$ cat src/rtl/seq_add_sub.sv
// Multi-cycle two's-complement adder/subtractor. Adds CHUNK bits per clock,
// rippling the carry between chunks through a register, with valid/ready
// handshakes on both sides and carry/borrow, overflow and zero flags.
module seq_add_sub #(
    parameter int unsigned WIDTH = 16,
    parameter int unsigned CHUNK = 4
) (
    input  logic             clk,
    input  logic             rst,
    input  logic             in_valid,
    output logic             in_ready,
    input  logic [WIDTH-1:0] a,
    input  logic [WIDTH-1:0] b,
    input  logic             sub,
    output logic             out_valid,
    input  logic             out_ready,
    output logic [WIDTH-1:0] sum,
    output logic             car_bor,
    output logic             ovf,
    output logic             zero
);

    localparam int unsigned NCH   = WIDTH / CHUNK;
    localparam int unsigned CNT_W = (NCH > 1) ? $clog2(NCH) : 1;
    localparam logic [CNT_W-1:0] LAST = CNT_W'(NCH - 1);

    if (WIDTH < 2 || CHUNK == 0 || (WIDTH % CHUNK) != 0) begin : g_bad_params
        $error("seq_add_sub: WIDTH must be >= 2 and a multiple of CHUNK");
    end

    typedef enum logic [1:0] {StIdle, StRun, StDone} state_e;

    // Operands and result are viewed as arrays of chunks so the counter indexes them directly.
    typedef logic [NCH-1:0][CHUNK-1:0] word_t;

    state_e           state_q, state_d;
    word_t            a_q, a_d;
    word_t            b_q, b_d;
    word_t            sum_q, sum_d;
    logic             carry_q, carry_d;
    logic [CNT_W-1:0] cnt_q, cnt_d;
    logic             car_bor_q, car_bor_d;
    logic             ovf_q, ovf_d;
    logic             zero_q, zero_d;
    logic [CHUNK:0]   chunk_sum;

    assign in_ready  = (state_q == StIdle) && !rst;
    assign out_valid = (state_q == StDone);
    assign sum       = sum_q;
    assign car_bor   = car_bor_q;
    assign ovf       = ovf_q;
    assign zero      = zero_q;

    // Chunk adder: current chunk of both operands plus the rippled carry.
    always_comb begin
        chunk_sum = {1'b0, a_q[cnt_q]} + {1'b0, b_q[cnt_q]} + {{CHUNK{1'b0}}, carry_q};
    end

    // Next-state and datapath updates for the accept / run / deliver sequence.
    always_comb begin
        state_d   = state_q;
        a_d       = a_q;
        b_d       = b_q;
        sum_d     = sum_q;
        carry_d   = carry_q;
        cnt_d     = cnt_q;
        car_bor_d = car_bor_q;
        ovf_d     = ovf_q;
        zero_d    = zero_q;
        unique case (state_q)
            StIdle: begin
                if (in_valid && in_ready) begin
                    a_d     = a;
                    // Subtract as A + ~B + 1: invert B here, inject the +1 as the first carry.
                    b_d     = b ^ {WIDTH{sub}};
                    carry_d = sub;
                    cnt_d   = '0;
                    state_d = StRun;
                end
            end
            StRun: begin
                sum_d[cnt_q] = chunk_sum[CHUNK-1:0];
                carry_d      = chunk_sum[CHUNK];
                cnt_d        = cnt_q + 1'b1;
                if (cnt_q == LAST) begin
                    car_bor_d = chunk_sum[CHUNK];
                    ovf_d     = (a_q[NCH-1][CHUNK-1] == b_q[NCH-1][CHUNK-1]) &&
                                (sum_d[NCH-1][CHUNK-1] != a_q[NCH-1][CHUNK-1]);
                    zero_d    = (sum_d == '0);
                    state_d   = StDone;
                end
            end
            StDone: begin
                if (out_ready) begin
                    state_d = StIdle;
                end
            end
            default: state_d = StIdle;
        endcase
    end

    // State and datapath registers; synchronous reset aborts any operation.
    always_ff @(posedge clk) begin
        if (rst) begin
            state_q   <= StIdle;
            a_q       <= '0;
            b_q       <= '0;
            sum_q     <= '0;
            carry_q   <= 1'b0;
            cnt_q     <= '0;
            car_bor_q <= 1'b0;
            ovf_q     <= 1'b0;
            zero_q    <= 1'b0;
        end else begin
            state_q   <= state_d;
            a_q       <= a_d;
            b_q       <= b_d;
            sum_q     <= sum_d;
            carry_q   <= carry_d;
            cnt_q     <= cnt_d;
            car_bor_q <= car_bor_d;
            ovf_q     <= ovf_d;
            zero_q    <= zero_d;
        end
    end

endmodule

$ cat config.mk
export PLATFORM = sky130hd
export DESIGN_NAME = seq_add_sub
export DESIGN_NICKNAME = d
export VERILOG_FILES = /design/src/rtl/seq_add_sub.sv
export SDC_FILE = /design/constraint.sdc
export NUM_CORES = 1
export LEC_CHECK = 0
export BUFFER_PORTS_ARGS = -buffer_cell sky130_fd_sc_hd__clkbuf_2
export CORE_MARGIN = 1.5
export CORE_UTILIZATION = 30
export CTS_CLUSTER_DIAMETER = 30
export DETAILED_ROUTE_END_ITERATION = 7
export SLEW_MARGIN = 20
export SYNTH_ARGS = -nofsm -noshare
export SYNTH_HDL_FRONTEND = slang
export SYNTH_SLANG_ARGS = --single-unit
$ cat constraint.sdc
create_clock -name clk -period 6.45 [get_ports clk]
set_input_delay 0.3225 -clock clk [delete_from_list [all_inputs] [get_ports clk]]
set_output_delay 0.3225 -clock clk [all_outputs]
set_load 0.02 [all_outputs]
==> results.txt, run 1 <==
----------------------------------------------------
[Cells and area]
  Final core utilization ... 36.74%
  Register cell area after layout ... 1121 um2
  Cell Count, Final, Fillers Out ... 433
  P&R area growth vs syn ... 16.67%
  Diodes inserted ... 0
  Fraction of layout instances using a drive strength above 1 ... 25.00%
  Final net count ... 373
  Area of combinational cells with multiple inputs ... 1374 um2
  Number of filler cells placed in the layout ... 873

[Worst setup path]
  Kind of launch point of the worst setup path ... flip-flop
  Category of the critical setup timing path ... reg -> reg
  Biggest fanout along the worst timing path ... 11
  Crit-path max cell delay ... 0.71 ns
  Crit path arrival time ... 3.24 ns
  Buffers & Inverters on Critical Path ... 2
  Worst path required time ... 6.68 ns
  Endpoint kind of the worst setup timing path ... flip-flop
  Critical Path, Cell by Cell ... mux4_2 -> inv_1 -> fa_1 -> inv_1 -> fa_1 -> nor4b_1 -> nand4_1 -> o31ai_4
  Crit-path slowest cell ... dfxtp_1
  Crit-path leading delay family ... adder cells

[Power]
  Sequential fraction of design power ... 52.6%
  Internal power component ... 527.0 uW
  Power share of the combinational group ... 15.5%
  Power per cell area ... 232.8 nW/um2
  Share of total power consumed by net switching ... 26.12%
  NetSw ... 186.3 uW
  Pleak ... 1.173 nW
  Post-layout total power ... 713.3 uW
  VDD IR max ... 0.09048 mV
  Proportion of power drawn by the clock network ... 31.9%

[Synthesis]
  Biggest area contributors in the synthesized netlist ... dfxtp_1 43%, a211oi_1 7.7%, mux4_2 6.9%
  Seq/Total Area, Yosys ... 42.69%
  Yosys synthesis warning count ... 0
  Post-synth top flop ... dfxtp_1
  Adder-Cell Fraction of Synth Area ... 4.859%
  Share of the synthesized area in compound gates (AO/OA/AOI/OAI) ... 15.77%
  Number of standard cells after synthesis ... 283
  XOR/XNOR Fraction of Synth Area ... 5.669%
  Yosys reg bits ... 56
  Asr flop ratio synth ... 0%
  Post-Synthesis Net Count ... 329
  Mean instance size in the synthesized netlist ... 9.280 um2
  Number of enable-type register cells in the synthesized netlist ... 0
  Cell accounting for the most synthesized area ... dfxtp_1
  Area share of and/or/nand/nor cells after synthesis ... 17.63%
  Mux contribution to synthesized area ... 8.385%
  Library cells used by synthesis ... 38
  Cell area after synthesis ... 2626 um2
  Main combinational cell family by area after synthesis ... simple AND/OR/NAND/NOR gates
  Yosys top cell area share ... 42.69%

[STA]
  Ratio of final minimum period to clock period ... 46.53%
  Transition time at the pin with the least slew margin ... 0.6623 ns
  Maximum achievable frequency ... 333.2 MHz
  Final number of max-transition violations ... 0
  Setup-failing EPs final ... 0
  Hold Vio Cnt, Final ... 0
  RSZ-0062 raised after global routing ... false
  Worst hold slack ... 0.2242 ns
  Min cycle time layout ... 3.001 ns
  Layout Skew ... 0.004898 ns
  Sum Neg Setup Slack ... 0 ns
  Max_slew headroom ... 55.38%

[Die]
  Core area ... 8341 um2
  Die Span Y ... 96.57 um
  Placement row count ... 33
  Initial core utilization ... 31.49%
  Die Outline Area ... 9325 um2
  Die boundary width ... 96.57 um
  Boundary pin count ... 58

[CTS]
  Count of hold buffers inserted by post-cts repair ... 0
  Insertion delay of the later-clocked pin in the worst-skew pair ... 0.31 ns
  Clock tree from TritonCTS ... yes
  Reg clk slew, reported paths ... 0.10 ns
  CTS buffer count ... 5
  Count of H-tree levels built during CTS ... 2
  Clock Tree Buf Depth ... 2
  Number of cells upsized or downsized after cts ... 0
  Setup Fix Bufs, Post-CTS ... 0
  Buffer type at the clock tree root ... clkbuf_8
  Clock Sink Count ... 56

[Drt]
  DRC violation count after routing ... 0
  Via Count ... 2066
  Total routed wirelength ... 5.596 mm
  First-pass detailed-route iteration total ... 4
  Mean number of vias per cell ... 4.771
  Post-route ant nets ... 0
  Number of DRC markers after the initial detailed-route iteration ... 76
  Post-DR wirelength/cell ... 12.92 um

[Place]
  Port-buffer cells ... 57
  HPWL after DPL ... 4.167 mm
  Number of instances in the placed design ... 425
  Routability congestion estimate from global placement ... 0.7627

[Global routing]
  Overall global routing resource usage ... 12.88%
  Total grt overflow ... 0
  Global-route wire length before repair ... 9.101 mm
  Vias in the first global route ... 1946
  Pin count of the biggest net entering global routing ... 60
  Initial antenna violation count ... 0

[Run]
  Max capacitance violation total ... 0

[Hold path]
  Class of the worst hold path ... in -> reg

[Run status]
  Result of the run ... finished clean

----------------------------------------------------
## kinds of logic after synthesis
logic type / after synthesis
flip-flops: 56
adder cells (fa/ha/maj): 9
XOR/XNOR: 17
AND/OR/NAND/NOR: 99
buffers and inverters: 29
multiplexers: 12
AO/OA/AOI/OAI: 61
## layout make-up
type	count	share of cell area, %
sequential	56	36.59
multi-input combinational	198	44.83
timing repair buffer	59	9.800
clock inverter	3	1.388
tap	105	4.287
inverter	7	0.8575
clock buffer	5	2.246
## synthesized netlist by cell type, types with 2 or more instances
| master | number |
|---|---|
| fa_1 | 2 |
| mux4_2 | 8 |
| nand2_1 | 37 |
| nor2_1 | 33 |
| nor4_1 | 3 |
| ha_1 | 7 |
| nand2b_1 | 4 |
| a21o_2 | 2 |
| inv_1 | 7 |
| a211oi_1 | 27 |
| clkbuf_1 | 10 |
| clkbuf_2 | 2 |
| mux2i_1 | 4 |
| nand3_1 | 4 |
| nor3_1 | 4 |
| and2_1 | 4 |
| xnor2_1 | 17 |
| dfxtp_1 | 56 |
| a21oi_1 | 26 |
| nor2b_1 | 2 |
| buf_2 | 7 |
## stage by stage
stage / worst slack, ns / cell area, um2
final: 3.449 / 3064
after detailed placement: 3.421 / 2953
after global routing: 3.284 / 3064
after CTS: 3.409 / 3064
after floorplan: 3.826 / 2626
after global placement: 3.514 / 2953
## routing by layer
layer,global-route usage [%],vias up,wire (um)
li1,-,1073,-
met4,4.348,0,57
met3,3.365,4,258
met1,17.25,945,2747
met5,0,-,0
met2,20.10,44,2534
## tightest hold or removal path, cell delays in order
cell	delay [ns]
clkbuf_2	0.08
nand2_1	0.04
a21oi_1	0.05
## cells in the final DEF (no fill, tap or decap), drive strengths merged, types with 4 or more instances in the layout
cell type and count:
a211oi 28, a21oi 26, and2 5, clkbuf 62, dfxtp 56, ha 7, inv 7, mux2i 4
mux4 8, nand2 37, nand2b 4, nand3 4, nor2 33, nor3 4, xnor2 17
## flip-flops by register name, summed over array words and instances, names as in the netlist
signal,flops
a_q,16
carry_q,1
zero,1
sum,16
ovf,1
b_q,16
state_q,2
car_bor,1
cnt_q,2
## worst paths after layout
check	startpoint	endpoint	slack [ns]	cells past startpoint
setup / recovery	cnt_q[0]	zero	3.45	8
hold / removal	a[12]	a_q[12]	0.22	3
setup reg to reg	cnt_q[0]	zero	3.45	8
hold reg to reg	a_q[7]	a_q[7]	0.46	2
## power groups by stage
stage                     Clock (mW)  Combinational, mW  Sequential, mW
after floorplan                    0             0.0816           0.381
after global placement             0              0.111           0.384
after detailed placement           0              0.113           0.384
after CTS                      0.235              0.113           0.376
after global routing           0.247              0.125           0.378
final                          0.227              0.111           0.375
No activity file was read; power rests on OpenSTA's default activity.
==> run 2, diff against run 1 <==
clock period = 2.8 ns   (was 6.45 ns; I/O delays follow)
==> run 2 against run 1 <==
- first-iteration DRC count is 21% lower
- worst setup slack worse by 3.3 ns
- critical path type unchanged
- combinational power is 140% higher
==> results.txt, run 2 (synthesized netlist as in run 1, its figures left out) <==
----------------------------------------------------
[Cells and area]
  Most common cell after layout, fill and taps aside ... clkbuf_2
  P&R area growth vs syn ... 19.06%
  Post-route standard cell area excluding fillers ... 3127 um2 (+2.0%)
  Leading cell types in the layout, fill and taps excluded ... 57 x clkbuf_2, 54 x dfxtp_1, 37 x nand2_1
  Fraction of layout instances using a drive strength above 1 ... 26.28% (+1.3 points)
  Register cell area after layout ... 1124 um2 (+0.22%)
  Area of combinational cells with multiple inputs ... 1374 um2 (unchanged)
  Cell Count, Final, Fillers Out ... 436 (+0.69%)
  Diodes inserted ... 0 (unchanged)
  Number of filler cells placed in the layout ... 890 (+1.9%)
  Final net count ... 377 (+1.1%)

[STA]
  Final number of max-transition violations ... 0 (unchanged)
  Ratio of final minimum period to clock period ... 93.14% (+47 points)
  Layout Skew ... 0.008179 ns (+0.003281 ns)
  Min cycle time layout ... 2.608 ns (-0.3934 ns)
  Max_slew headroom ... 56.91% (+1.5 points)
  Maximum achievable frequency ... 383.5 MHz (+15%)
  Sum Neg Setup Slack ... 0 ns (unchanged)
  Transition time at the pin with the least slew margin ... 0.6436 ns (-0.01868 ns)
  Setup-failing EPs final ... 0 (unchanged)
  RSZ-0062 raised after global routing ... false
  Hold Vio Cnt, Final ... 0 (unchanged)

[Drt]
  DRC violation count after routing ... 0 (unchanged)
  Via Count ... 2061 (-0.24%)
  First-pass detailed-route iteration total ... 4 (unchanged)
  Number of DRC markers after the initial detailed-route iteration ... 60 (-21%)
  Post-route ant nets ... 0 (unchanged)
  Mean number of vias per cell ... 4.727 (-0.93%)
  Post-DR wirelength/cell ... 13.54 um (+4.7%)
  Total routed wirelength ... 5.902 mm (+5.5%)

[Global routing]
  Initial antenna violation count ... 0 (unchanged)
  Overall global routing resource usage ... 13.67% (+0.78 points)
  Vias in the first global route ... 1953 (+0.36%)
  Global-route wire length before repair ... 9.604 mm (+5.5%)
  Total grt overflow ... 0 (unchanged)
  Pin count of the biggest net entering global routing ... 45 (-25%)

[Worst setup path]
  Worst setup endpoint ... zero
  Crit path arrival time ... 2.84 ns (-0.40 ns)
  Worst path required time ... 3.03 ns (-3.65 ns)
  Endpoint kind of the worst setup timing path ... flip-flop
  FF-to-FF End ... zero
  Reg-to-reg critical path startpoint ... cnt_q[0]
  Biggest fanout along the worst timing path ... 8 (-3)
  R2R depth ... 8 (unchanged)
  Reg-to-reg setup timing slack ... 0.19 ns (-3.26 ns)
  Category of the critical setup timing path ... reg -> reg
  Kind of launch point of the worst setup path ... flip-flop
  Worst setup path start ... cnt_q[0]

[CTS]
  Buffer type at the clock tree root ... clkbuf_8
  CTS buffer count ... 5 (unchanged)
  Clock tree from TritonCTS ... yes
  Clock Tree Buf Depth ... 2 (unchanged)
  Reg clk slew, reported paths ... 0.09 ns (about the same)
  Insertion delay of the later-clocked pin in the worst-skew pair ... 0.31 ns (about the same)
  Clock Sink Count ... 56 (unchanged)
  Count of H-tree levels built during CTS ... 2 (unchanged)
  Setup Fix Bufs, Post-CTS ... 0 (unchanged)

[Die]
  Die boundary width ... 96.57 um (unchanged)
  Boundary pin count ... 58 (unchanged)
  Die Outline Area ... 9325 um2 (unchanged)
  Die Span Y ... 96.57 um (unchanged)
  Core area ... 8341 um2 (unchanged)
  Placement row count ... 33 (unchanged)
  Initial core utilization ... 31.49% (unchanged)

[Place]
  Routability congestion estimate from global placement ... 0.7490 (-1.8%)
  Number of instances in the placed design ... 429 (+0.94%)
  Area of placed instances ... 2995 um2 (+1.4%)
  Port-buffer cells ... 57 (unchanged)
  HPWL after DPL ... 4.525 mm (+8.6%)

[Run]
  Max capacitance violation total ... 0 (unchanged)

[Hold path]
  Class of the worst hold path ... in -> reg
  Start point of the worst min-delay path ... a[0]

[Power]
  Pleak ... 1.206 nW (+2.8%)
  Power per cell area ... 557.0 nW/um2 (+140%)
  Post-layout total power ... 1.741 mW (+140%)
  VDD IR max ... 0.3121 mV (+240%)

[Run status]
  Result of the run ... finished clean

----------------------------------------------------
[run 2: cell count changes in the layout (fill, tap and decap cells not counted), sizes merged]
cell / before / now
clkinvlp: 1 / 0
clkinv: 1 / 0
bufinv: 1 / 2
buf: 2 / 6
[run 2: worst max-delay path, stage by stage (launching register included)]
cell and delay [ns]:
dfxtp_2 0.47, mux4_2 0.52, inv_1 0.10, fa_1 0.21, inv_1 0.06, fa_1 0.46, nor4b_1 0.33, nand4_1 0.19
o31ai_4 0.19
[run 2: stage by stage]
stage	setup WS [ns]	hold WS [ns]	util, %
3_5_place_dp	0.01159	0.3748	35.91
6_report	0.1922	0.04464	37.49
5_1_grt	0.02701	0.03481	37.49
3_3_place_gp	0.1518	0.3722	35.91
2_1_floorplan	0.1763	0.2760	-
4_1_cts	0.09381	0.04480	37.47
[run 2: worst min path at each step]
stage,end,cells past startpoint
finish,a_q[0],3
global route,a_q[0],3
floorplan,a_q[0],2
detailed placement,a_q[14],3
CTS,a_q[4],3
global placement,a_q[14],3
[run 2: report_power, final]
group	total (mW)	internal [mW]	switching, mW
Clock	0.606	0.352	0.254
Sequential	0.865	0.834	0.0304
Combinational	0.271	0.124	0.147
Total	1.74	1.31	0.431
[run 2: layer usage]
layer	routed length (um)	track usage (%)	up-vias	part of all wire [%]
met5	0	0	-	0
met4	53	3.986	0	0.90
met3	323	2.817	5	5.5
met2	2668	21.97	54	45
met1	2857	18.46	930	48
li1	-	-	1072	-
[run 2: final cells by class]
type / instances / area share [%]
flip-flops and latches: 56 / 35.93
well taps: 105 / 4.202
clock inverters: 2 / 1.921
repair buffers: 63 / 10.96
clock buffers: 5 / 2.201
inverters: 7 / 0.8403
multi-input cells: 198 / 43.94
[run 2: timing repair]
action | 4_1_cts | 5_1_grt
resized for setup | 1 | 1
hold buffers | 0 | 0
endpoints found under the setup margin | 1 | 1
